[src/rtl/modn_updn_counter.sv]
// ---------------------------------------------------------------------------
// modn_updn_counter
//   Modulo-N up/down counter with a deferred modulus update.
//   The count stays within 0..N-1. A new modulus is written into a pending
//   register and becomes active only on a wrap, so the count never lands
//   outside the new range.
//
// Ports
//   clk       in   clock; all state changes on the rising edge
//   reset     in   synchronous, active-high reset
//   en        in   count enable
//   up        in   direction: 1 = up, 0 = down
//   load      in   parallel load request
//   load_val  in   value for load (clamped to N-1 if out of range)
//   mod_wr    in   modulus write request
//   mod_val   in   requested modulus N (values below 2 are rejected)
//   count     out  registered count value
//   modulus   out  registered active modulus N
//   tc        out  combinational terminal-count flag
//   wrap      out  registered pulse, high for the cycle after a wrap
//   mod_err   out  sticky error flag, cleared only by reset
// ---------------------------------------------------------------------------
module modn_updn_counter #(
    parameter int WIDTH = 8
) (
    input  logic             clk,
    input  logic             reset,
    input  logic             en,
    input  logic             up,
    input  logic             load,
    input  logic [WIDTH-1:0] load_val,
    input  logic             mod_wr,
    input  logic [WIDTH-1:0] mod_val,
    output logic [WIDTH-1:0] count,
    output logic [WIDTH-1:0] modulus,
    output logic             tc,
    output logic             wrap,
    output logic             mod_err
);

    localparam logic [WIDTH-1:0] MOD_RST = '1;
    localparam logic [WIDTH-1:0] ONE     = WIDTH'(1);
    localparam logic [WIDTH-1:0] MOD_MIN = WIDTH'(2);

    logic [WIDTH-1:0] count_q, count_d;
    logic [WIDTH-1:0] mod_q, mod_d;
    logic [WIDTH-1:0] pend_val_q, pend_val_d;
    logic             pend_q, pend_d;
    logic             wrap_q, wrap_d;
    logic             err_q, err_d;

    logic             at_top;
    logic             at_bot;
    logic             tc_cond;

    assign at_top  = (count_q == (mod_q - ONE));
    assign at_bot  = (count_q == '0);
    assign tc_cond = en & ~load & (up ? at_top : at_bot);

    always_comb begin
        count_d    = count_q;
        mod_d      = mod_q;
        pend_val_d = pend_val_q;
        pend_d     = pend_q;
        err_d      = err_q;
        wrap_d     = tc_cond;

        // Promotion happens first so that a down wrap lands on the new N-1.
        if (tc_cond && pend_q) begin
            mod_d  = pend_val_q;
            pend_d = 1'b0;
        end

        if (tc_cond) begin
            count_d = up ? '0 : (mod_d - ONE);
        end else if (load) begin
            if (load_val < mod_q) begin
                count_d = load_val;
            end else begin
                count_d = mod_q - ONE;
                err_d   = 1'b1;
            end
        end else if (en) begin
            count_d = up ? (count_q + ONE) : (count_q - ONE);
        end

        // A write on the wrap edge becomes the next pending value; the
        // previously pending one has already been promoted above.
        if (mod_wr) begin
            if (mod_val >= MOD_MIN) begin
                pend_val_d = mod_val;
                pend_d     = 1'b1;
            end else begin
                err_d = 1'b1;
            end
        end
    end

    always_ff @(posedge clk) begin
        if (reset) begin
            count_q    <= '0;
            mod_q      <= MOD_RST;
            pend_val_q <= MOD_RST;
            pend_q     <= 1'b0;
            wrap_q     <= 1'b0;
            err_q      <= 1'b0;
        end else begin
            count_q    <= count_d;
            mod_q      <= mod_d;
            pend_val_q <= pend_val_d;
            pend_q     <= pend_d;
            wrap_q     <= wrap_d;
            err_q      <= err_d;
        end
    end

    assign count   = count_q;
    assign modulus = mod_q;
    assign tc      = tc_cond;
    assign wrap    = wrap_q;
    assign mod_err = err_q;

endmodule

[config.mk]
export PLATFORM = sky130hd
export DESIGN_NAME = modn_updn_counter
export DESIGN_NICKNAME = d
export VERILOG_FILES = /design/src/rtl/modn_updn_counter.sv
export SDC_FILE = /design/constraint.sdc
export NUM_CORES = 1
export LEC_CHECK = 0
export BUFFER_PORTS_ARGS = -buffer_cell sky130_fd_sc_hd__buf_2
export CAP_MARGIN = 20
export CORE_ASPECT_RATIO = 0.6
export CORE_MARGIN = 5
export CORE_UTILIZATION = 45
export DETAILED_ROUTE_END_ITERATION = 16
export GPL_TIMING_DRIVEN = 1
export PLACE_DENSITY = 0.76
export SETUP_SLACK_MARGIN = 0.1
export SLEW_MARGIN = 5
export SYNTH_ARGS = -nofsm -noshare
export SYNTH_HDL_FRONTEND = slang
export SYNTH_SLANG_ARGS = --single-unit
export TNS_END_PERCENT = 20
[constraint.sdc]
create_clock -name clk -period 2.4 [get_ports clk]
set_input_delay 0.24 -clock clk [delete_from_list [all_inputs] [get_ports clk]]
set_output_delay 0.24 -clock clk [all_outputs]
set_load 0.005 [all_outputs]
* After elaboration in Yosys (flattened, before gate mapping)
Index checks and enable logic that the tools add are counted.
W data, S select, Z words.
** Cells by class
- Add/subtract/negate cells :: 4
- Multiply operators :: 0
- Divide/modulo/power cells :: 0
- Order comparisons :: 2
- Equal/unequal tests :: 1
- Shift operators :: 0
- Mux-type cells :: 16
- Bitwise gates (word level) :: 3
- Reduce and logical (&&, ||, !) cells :: 4
** Operator list (number)
- $mux W8 :: 7
- $sub A8 B1 Y8 const B :: 3
- $mux W1 :: 9
- $add A8 B1 Y8 const B :: 1
- $eq A8 B8 Y1 :: 1
- $ge A8 B2 Y1 const B :: 1
- $logic_not A8 Y1 :: 1
- $lt A8 B8 Y1 :: 1
- $reduce_bool A3 Y1 :: 1
- $and A1 B1 Y1 :: 2
- $reduce_and A2 Y1 :: 1
- $logic_and A1 B1 Y1 :: 1
- $not A1 Y1 :: 1
** Word-level totals
- Bits in registers :: 27
- Latch bits :: 0
- Bits in writable memories :: 0
- ROM bits :: 0
- Input port bits :: 22
- Output and inout port bits :: 19
- Word-level logic and storage cells :: 36
- Memories :: 0

* Logic depth before layout (Yosys ltp)
Gate-level depths: netlist of run 1.
- Depth in word-level cells :: 9
- Gate-level depth with buffers :: 11
- Gate-level depth less buffers :: 9

* Least setup slack after synthesis of run 1
No wires, ideal clock.
- Path kind :: reg2reg
- From :: register mod_q[0] (netlist: modulus[0])
- To :: register mod_q[0] (netlist: modulus[0])
- Setup time :: 0.072 ns
- Arrival :: 2.449 ns
- Required time :: 2.328 ns
- Setup slack :: -0.121 ns
- Cell stages (with the launch flop) :: 12
- Clock period less this slack :: 2.521 ns
- Path through :: dfxtp_1 buf_6 inv_1 ha_1 xor3_1 or4_1 a311oi_1 o2111a_1 a21oi_2 nor2b_1 buf_4 mux2i_1
** On the way
- Word-level cells in the longest chain between the ends :: 6
** RTL lines
- start: declaration :: line 46 : logic [WIDTH-1:0] mod_q, mod_d;
- start signal: assignment :: line 109 : mod_q <= mod_d;
- $sub A8 B1 Y8 :: line 56 : assign at_top = (count_q == (mod_q - ONE));
- $eq A8 B8 Y1 :: line 56
- $mux W1 :: line 58 : assign tc_cond = en & ~load & (up ? at_top : at_bot);
- $and A1 B1 Y1 :: line 58
- $logic_and A1 B1 Y1 :: line 69 : if (tc_cond && pend_q) begin
- $mux W8 (*) :: line 69
Every way passes the cells marked *; elsewhere a longest branch is shown, timed or not.
A chain may end at the register's enable or synchronous reset.

* Worst setup path in the final report of run 1
- From :: register mod_q[2] (netlist: modulus[2])
- To :: register count_q[5] (netlist: count[5])
** On the way
- Word-level cells in the longest chain between the ends :: 9
** RTL lines
- $sub A8 B1 Y8 :: line 56, 80
- $eq A8 B8 Y1 :: line 56
- $mux W1 :: line 58
- $and A1 B1 Y1 :: line 58
- $logic_and A1 B1 Y1 :: line 69
- $mux W8 :: line 69
- $sub A8 B1 Y8 :: line 75 : count_d = up ? '0 : (mod_d - ONE);
- $mux W8 :: line 75
- $mux W8 :: line 74 : if (tc_cond) begin
- end signal: assignment :: line 108 : count_q <= count_d;
- end: declaration :: line 45 : logic [WIDTH-1:0] count_q, count_d;
Parallel ways exist; a longest one is shown, timed or not.

==> results.txt, run 1 <==
M2 GR Usage: 0.295
# DRC: 0
CP max stage cell: or4_4
Clock latency at the later pin of the worst-skew pair: 0.28 ns
Worst vdd ir: 0.249 mV
Worst path cell trace: or4_4 > or3_4 > and2_4 > o2111a_1 > a21oi_2 > buf_12 > buf_4 > buf_12 > o21ai_2 > a311oi_2
Cts hold-fix bufs: 0
Worst-path fanout max: 10
Multi-input gate area: 1640 sq um
Fin. max-slew vios: 0
Starting DRT DRC Count: 200
Post-DR wirelength/cell: 17.9 um
Synthesized instance count: 272
Share of cells above drive strength 1: 0.337
Worst Slack Setup Final: -0.257 ns
Syn avg cell area: 8.17 sq um
RD Place Congestion: 0.955
Vias/cell: 5.88
Die Height: 64.4 um
Non-filler cells, final: 398
Crit path top cell by count: buf_12
Root buf cell: clkbuf_8
RSZ-0062 raised after global routing: yes
Clock buffer depth: 2
H-tree depth: 1
Status: complete, but fails checks
Util after Layout: 0.611
Post-Syn Area: 2220 sq um
Rows: 19
Die ar.: 6490 sq um
Final Hold Vio Count: 0
Top post-synthesis cells by count: 36 x nor2_1, 27 x dfxtp_1, 24 x nand2_1
Net count after synthesis: 309
Core Region: 4680 sq um
Async S/R FF share, synth: 0
Critical Path Start Type: flip-flop
Final #Nets: 373
Worst-margin pin slew: 0.685 ns
Chip width: 101 um
Worst Path Required: 2.60 ns
CTS tree: built
Final WL: 7130 um
Number of flops mapped to enable cells by yosys: 0
Vias in the first global route: 2166
Max Freq: 376 MHz
I/O pin count: 41
Skew final: 0.00955 ns
Failing checks: setup timing
Initial antenna violation count: 0
Maxcap violations: 0
Overflow after GRT: 0
Total CTS buffers: 3
Area grow syn2layout: 28.8%
Antenna diode count: 0
Sequential area share after synthesis: 0.243
Met3 Track Usage GR: 0.0354
Clock-pin slew on the worst setup and hold paths: 0.11 ns
Pre-antenna DRT Iters: 5
Place WS: -0.0610 ns
Setup CP Type: flip-flop to flip-flop
GR peak layer: met1
First-pass GRT wire length: 11100 um
Syn. warnings: 0
Power Density: 396 nW/um^2
Initial core utilization: 0.474
Overall global routing resource usage: 0.217
HPWL after DPL: 5350 um
Sequential Area: 547 sq um
Synth cell types: 54
Met1 Resource Use GR: 0.357
Fin crit period: 2.66 ns
Synthesis-stage register bit count: 27
Largest net degree at the start of global routing: 36
Critical Path End Type: flip-flop
Synth area leader: dfxtp_1
Cell with the most instances after synthesis: nor2_1
Synth Flop Type: dfxtp_1
Top cell type's share of synthesized area: 0.243
Period Utilization, post-route: 1.11
DP Cell Count: 385
Fill count: 425
I/O Buffers: 40
DR vias: 2341
Final setup violation count: 18
Critical Path Max Stage Delay: 0.53 ns
Worst min path class: primary input to flip-flop
Synth area leaders: dfxtp_1 24%, ha_1 7.9%, mux2i_1 6.3%, nor2_1 6.1%, xnor2_1 5.1%
Critical Path AT: 2.86 ns
Clock sink count: 27
Slew HR: 0.543
Leak: 1.34 nW
Routed Antenna Nets: 0
-- metrics by stage --
step,TNS [ns],power [W],area (sq um),hold slack [ns]
detailed placement,-0.339,0.000846,2650,0.477
global placement,0,0.000837,2650,0.467
floorplan,-0.112,0.000737,2250,0.364
CTS,-1.19,0.00111,2750,0.179
finish,-2.29,0.00113,2860,0.183
global route,-4.17,0.00119,2860,0.190
-- report_power, final --
part	leakage (nW)	switching, W	internal [W]
logic	1.09	0.000175	0.000164
registers	0.222	0.0000472	0.000473
clock network	0.0255	0.000158	0.000117
-- worst max-delay path: cells and delay by family, from the launching register on --
kind | cells | cell delay [ns]
DFF | 1 | 0.36
buffers and inverters | 3 | 0.38
AOI/OAI and AO/OA | 4 | 0.79
and+or+nand+nor | 3 | 1.05
-- flip-flops by register name (all words and copies together), names as in the netlist --
| name | count |
|---|---|
| mod_err | 1 |
| wrap | 1 |
| pend_q | 1 |
| pend_val_q | 8 |
| modulus | 8 |
| count | 8 |
-- cells by family (layout without fill, tap and decap cells) --
kind of cell / count (synthesis) / count (layout) / synth area share
and+or+nand+nor: 99 / 99 / 0.222
muxes: 16 / 16 / 0.0732
DFF: 27 / 27 / 0.243
AOI/OAI and AO/OA: 62 / 62 / 0.213
xor gates and xnor gates: 22 / 22 / 0.0997
adders and majority gates: 15 / 15 / 0.0878
buffers and inverters: 31 / 94 / 0.0614
-- final cells by class --
cell class                      count  area share
Clock buffer                        3      0.0144
Clock inverter                      1     0.00175
Inverter                           16      0.0219
Multi-Input combinational cell    214       0.574
Sequential cell                    27       0.191
Tap cell                           63      0.0275
Timing Repair Buffer               74       0.169
-- metal layers --
layer  vias up  wire, um
met3         6       714
met5         -         0
met4         0        38
li1       1104         -
met1      1108      3510
met2       123      2860
-- path summary, 6_finish.rpt --
kind,startpoint,endpoint,slack [ns],depth (start not counted)
worst max-delay path,modulus[2],count[5],-0.26,10
worst min-delay path,mod_val[7],pend_val_q[7],0.18,3
worst max register to register,modulus[2],count[5],-0.26,10
worst min register to register,mod_err,mod_err,0.51,2
-- timing repair --
action / CTS / global route
setup endpoints to repair: 18 / 20
pin swaps: 5 / 6
gates resized for setup: 4 / 21
cloned: 0 / 0
setup buffers: 6 / 3
-- cell usage in the layout (no fill, tap or decap), drive strengths merged, types with 2 or more instances in the layout --
| master | instances |
|---|---|
| buf | 74 |
| nor2 | 36 |
| dfxtp | 27 |
| nand2 | 24 |
| inv | 16 |
| mux2i | 14 |
| ha | 14 |
| a21oi | 14 |
| xnor2 | 13 |
| o21ai | 11 |
| nor4 | 8 |
| xor2 | 7 |
| nand3b | 6 |
| and3 | 5 |
| o211ai | 5 |
| a311oi | 4 |
| nor3 | 4 |
| o31ai | 4 |
| or4 | 4 |
| nand2b | 3 |
| a21o | 3 |
| a221o | 3 |
| a211o | 3 |
| clkbuf | 3 |
| a221oi | 3 |
| and2 | 3 |
| nor2b | 2 |
| o21a | 2 |
| mux2 | 2 |
| nand3 | 2 |
| o311ai | 2 |
Note: power is estimated with default switching activity, not from simulation.
==> run 2: changes to the inputs <==
Settings changed: BUFFER_PORTS_ARGS -buffer_cell sky130_fd_sc_hd__buf_2 to -buffer_cell sky130_fd_sc_hd__clkbuf_2, CAP_MARGIN 20 to default.
==> run 2 against run 1 <==
Against the previous run:
- the run still ends with setup timing left
- count of clock-buffer cells in the layout is 1 higher
- global-route usage decreased by 0.58 points
- via count down 2.0%
- critical path depth shrank 2
- register-to-register slack about the same
- combinational power is 2% lower
- worst hold slack got worse by 0.0014 ns
- routed wire length shrank 4.1%
- sequential share of layout area increased by 0.42 points
- sequential cell count unchanged
- die area unchanged
- maximum frequency is 0.79% lower
- critical path type is now flip-flop to primary output
==> results.txt, run 2 (same netlist as run 1, synthesis figures left out) <==
Status: complete, but fails checks
Failing checks: setup timing
Skew final: 0.00196 ns (-0.00759 ns)
Area grow syn2layout: 26.1%
HPWL after DPL: 5260 um (-1.7%)
Largest net degree at the start of global routing: 36 (unchanged)
Antenna diode count: 0 (unchanged)
CP max stage cell: or4_4
Clock-pin slew on the worst setup and hold paths: 0.10 ns (about the same)
Leak: 1.31 nW (-2.2%)
Critical Path AT: 2.44 ns (-0.42 ns)
Starting DRT DRC Count: 215 (+7.5%)
Critical Path Max Stage Delay: 0.54 ns (about the same)
Bufs and invs on worst path: 3 (unchanged)
CTS tree: built
Final WL: 6840 um (-4.1%)
Share of cells above drive strength 1: 0.320 (-0.0171)
Clock latency at the later pin of the worst-skew pair: 0.28 ns (about the same)
I/O pin count: 41 (unchanged)
Worst-path fanout max: 4 (-6)
Hold slack: 0.182 ns (-0.00142 ns)
H-tree depth: 1 (unchanged)
Initial antenna violation count: 0 (unchanged)
Vias in the first global route: 2109 (-2.6%)
Post-DR wirelength/cell: 17.4 um (-3.1%)
R2R cell count: 10 (unchanged)
# DRC: 0 (unchanged)
Gate family responsible for the most delay along the worst path: simple AND/OR/NAND/NOR gates
Slew HR: 0.497 (-0.0461)
Hold endpoint: pend_val_q[5]
Chip width: 101 um (unchanged)
Hold Crit Start: mod_val[5]
First-pass GRT wire length: 10800 um (-2.7%)
Max Freq: 373 MHz (-0.79%)
Worst min path class: primary input to flip-flop
R2r startpoint: modulus[2]
Fin crit period: 2.68 ns (+0.0211 ns)
DR vias: 2295 (-2.0%)
Power Density: 403 nW/um^2 (+1.8%)
Core Region: 4680 sq um (unchanged)
Period Utilization, post-route: 1.12 (+0.00878)
Routed Antenna Nets: 0 (unchanged)
I/O Buffers: 40 (unchanged)
Critical Path Start Type: flip-flop
Rows: 19 (unchanged)
Overall global routing resource usage: 0.211 (-0.00580)
Clock sink count: 27 (unchanged)
Die ar.: 6490 sq um (unchanged)
Maxcap violations: 0 (unchanged)
Root buf cell: clkbuf_8
Register-to-register setup slack: -0.27 ns (about the same)
Commonest cells after routing, fill and taps aside: 40 x clkbuf_2, 35 x nor2_1, 27 x buf_4, 24 x nand2_1, 24 x dfxtp_1
Final setup violation count: 17 (-1)
Pre-antenna DRT Iters: 5 (unchanged)
Fin. max-slew vios: 0 (unchanged)
Initial core utilization: 0.474 (unchanged)
Worst Path Required: 2.16 ns (-0.44 ns)
Worst path cell trace: or4_4 > or3_4 > a311oi_2 > o2111a_1 > a21oi_4 > buf_4 > inv_1 > clkbuf_2
Worst vdd ir: 0.267 mV (+7.6%)
Worst-margin pin slew: 0.754 ns (+0.0691 ns)
Worst r2r dst: modulus[7]
Worst Slack Setup Final: -0.278 ns (-0.0211 ns)
Final #Nets: 369 (-1.1%)
Overflow after GRT: 0 (unchanged)
Final Hold Vio Count: 0 (unchanged)
Hold path depth: 3 (unchanged)
RSZ-0062 raised after global routing: yes
Commonest non-fill, non-tap cell in the layout: clkbuf_2
Total CTS buffers: 3 (unchanged)
Vias/cell: 5.82 (-0.97%)
RD Place Congestion: 0.931 (-2.5%)
Setup TNS: -3.82 ns (-1.53 ns)
Die Height: 64.4 um (unchanged)
Critical Path End Type: primary output
Clock buffer depth: 2 (unchanged)
Setup CP Type: flip-flop to primary output
## run 2: cell types whose count changed in the layout (fill, tap and decap cells not counted), sizes merged
| cell | before | now |
|---|---|---|
| buf | 74 | 30 |
| clkbuf | 3 | 44 |
| clkinv | 1 | 0 |
## run 2: stage by stage
| stage | std cells | power, W | setup WS [ns] | utilization | instance area, sq um |
|---|---|---|---|---|---|
| 2_1_floorplan | 272 | 0.000737 | -0.0167 | - | 2250 |
| 3_3_place_gp | 387 | 0.000838 | -0.0109 | 0.566 | 2650 |
| 3_5_place_dp | 387 | 0.000844 | -0.0588 | 0.566 | 2650 |
| 4_1_cts | 392 | 0.00112 | -0.229 | 0.585 | 2740 |
| 5_1_grt | 394 | 0.00119 | -0.371 | 0.598 | 2800 |
| 6_report | 394 | 0.00113 | -0.278 | 0.598 | 2800 |
## run 2: area by class of cell
cell class	count	area, sq um
clock buffers	4	45.0
inverters	16	62.6
repair buffers	70	440
fillers	424	1880
multi-input cells	214	1630
flip-flops and latches	27	547
well taps	63	78.8
## run 2: metal layers
layer | vias up | wire, um | GRT usage
met5 | - | 0 | 0
met4 | 0 | 34 | 0.0370
met3 | 4 | 595 | 0.0536
met2 | 102 | 2740 | 0.288
met1 | 1091 | 3470 | 0.331
li1 | 1098 | - | -
## run 2: worst max-delay path by stage
stage	cells past startpoint	slack (ns)	startpoint	to
global route	10	-0.37	modulus[1]	tc
finish	8	-0.28	modulus[2]	tc
CTS	8	-0.23	modulus[2]	tc
global placement	10	-0.01	modulus[2]	count[1]
floorplan	9	-0.02	modulus[2]	modulus[1]
detailed placement	8	-0.06	modulus[2]	count[1]
## run 2: what timing repair did
action / 4_1_cts / 5_1_grt
pin swaps: 2 / 5
setup endpoints to repair: 18 / 19
gates resized for setup: 9 / 15
hold buffers: 0 / 0
setup buffers: 1 / 2
## run 2: where the power goes
| part | switching (W) | internal [W] |
|---|---|---|
| Sequential | 0.0000467 | 0.000473 |
| Clock | 0.000158 | 0.000119 |
| Combinational | 0.000171 | 0.000162 |
| Total | 0.000375 | 0.000755 |
## run 2: worst register-to-register path: stages, from the launching register on
cell      delay [ns]
dfxtp_2         0.36
or4_4           0.54
or3_4           0.36
a311oi_2        0.26
o2111a_1        0.27
a21oi_4         0.08
buf_4           0.15
buf_6           0.13
nor2b_4         0.12
buf_8           0.15
mux2i_1         0.19
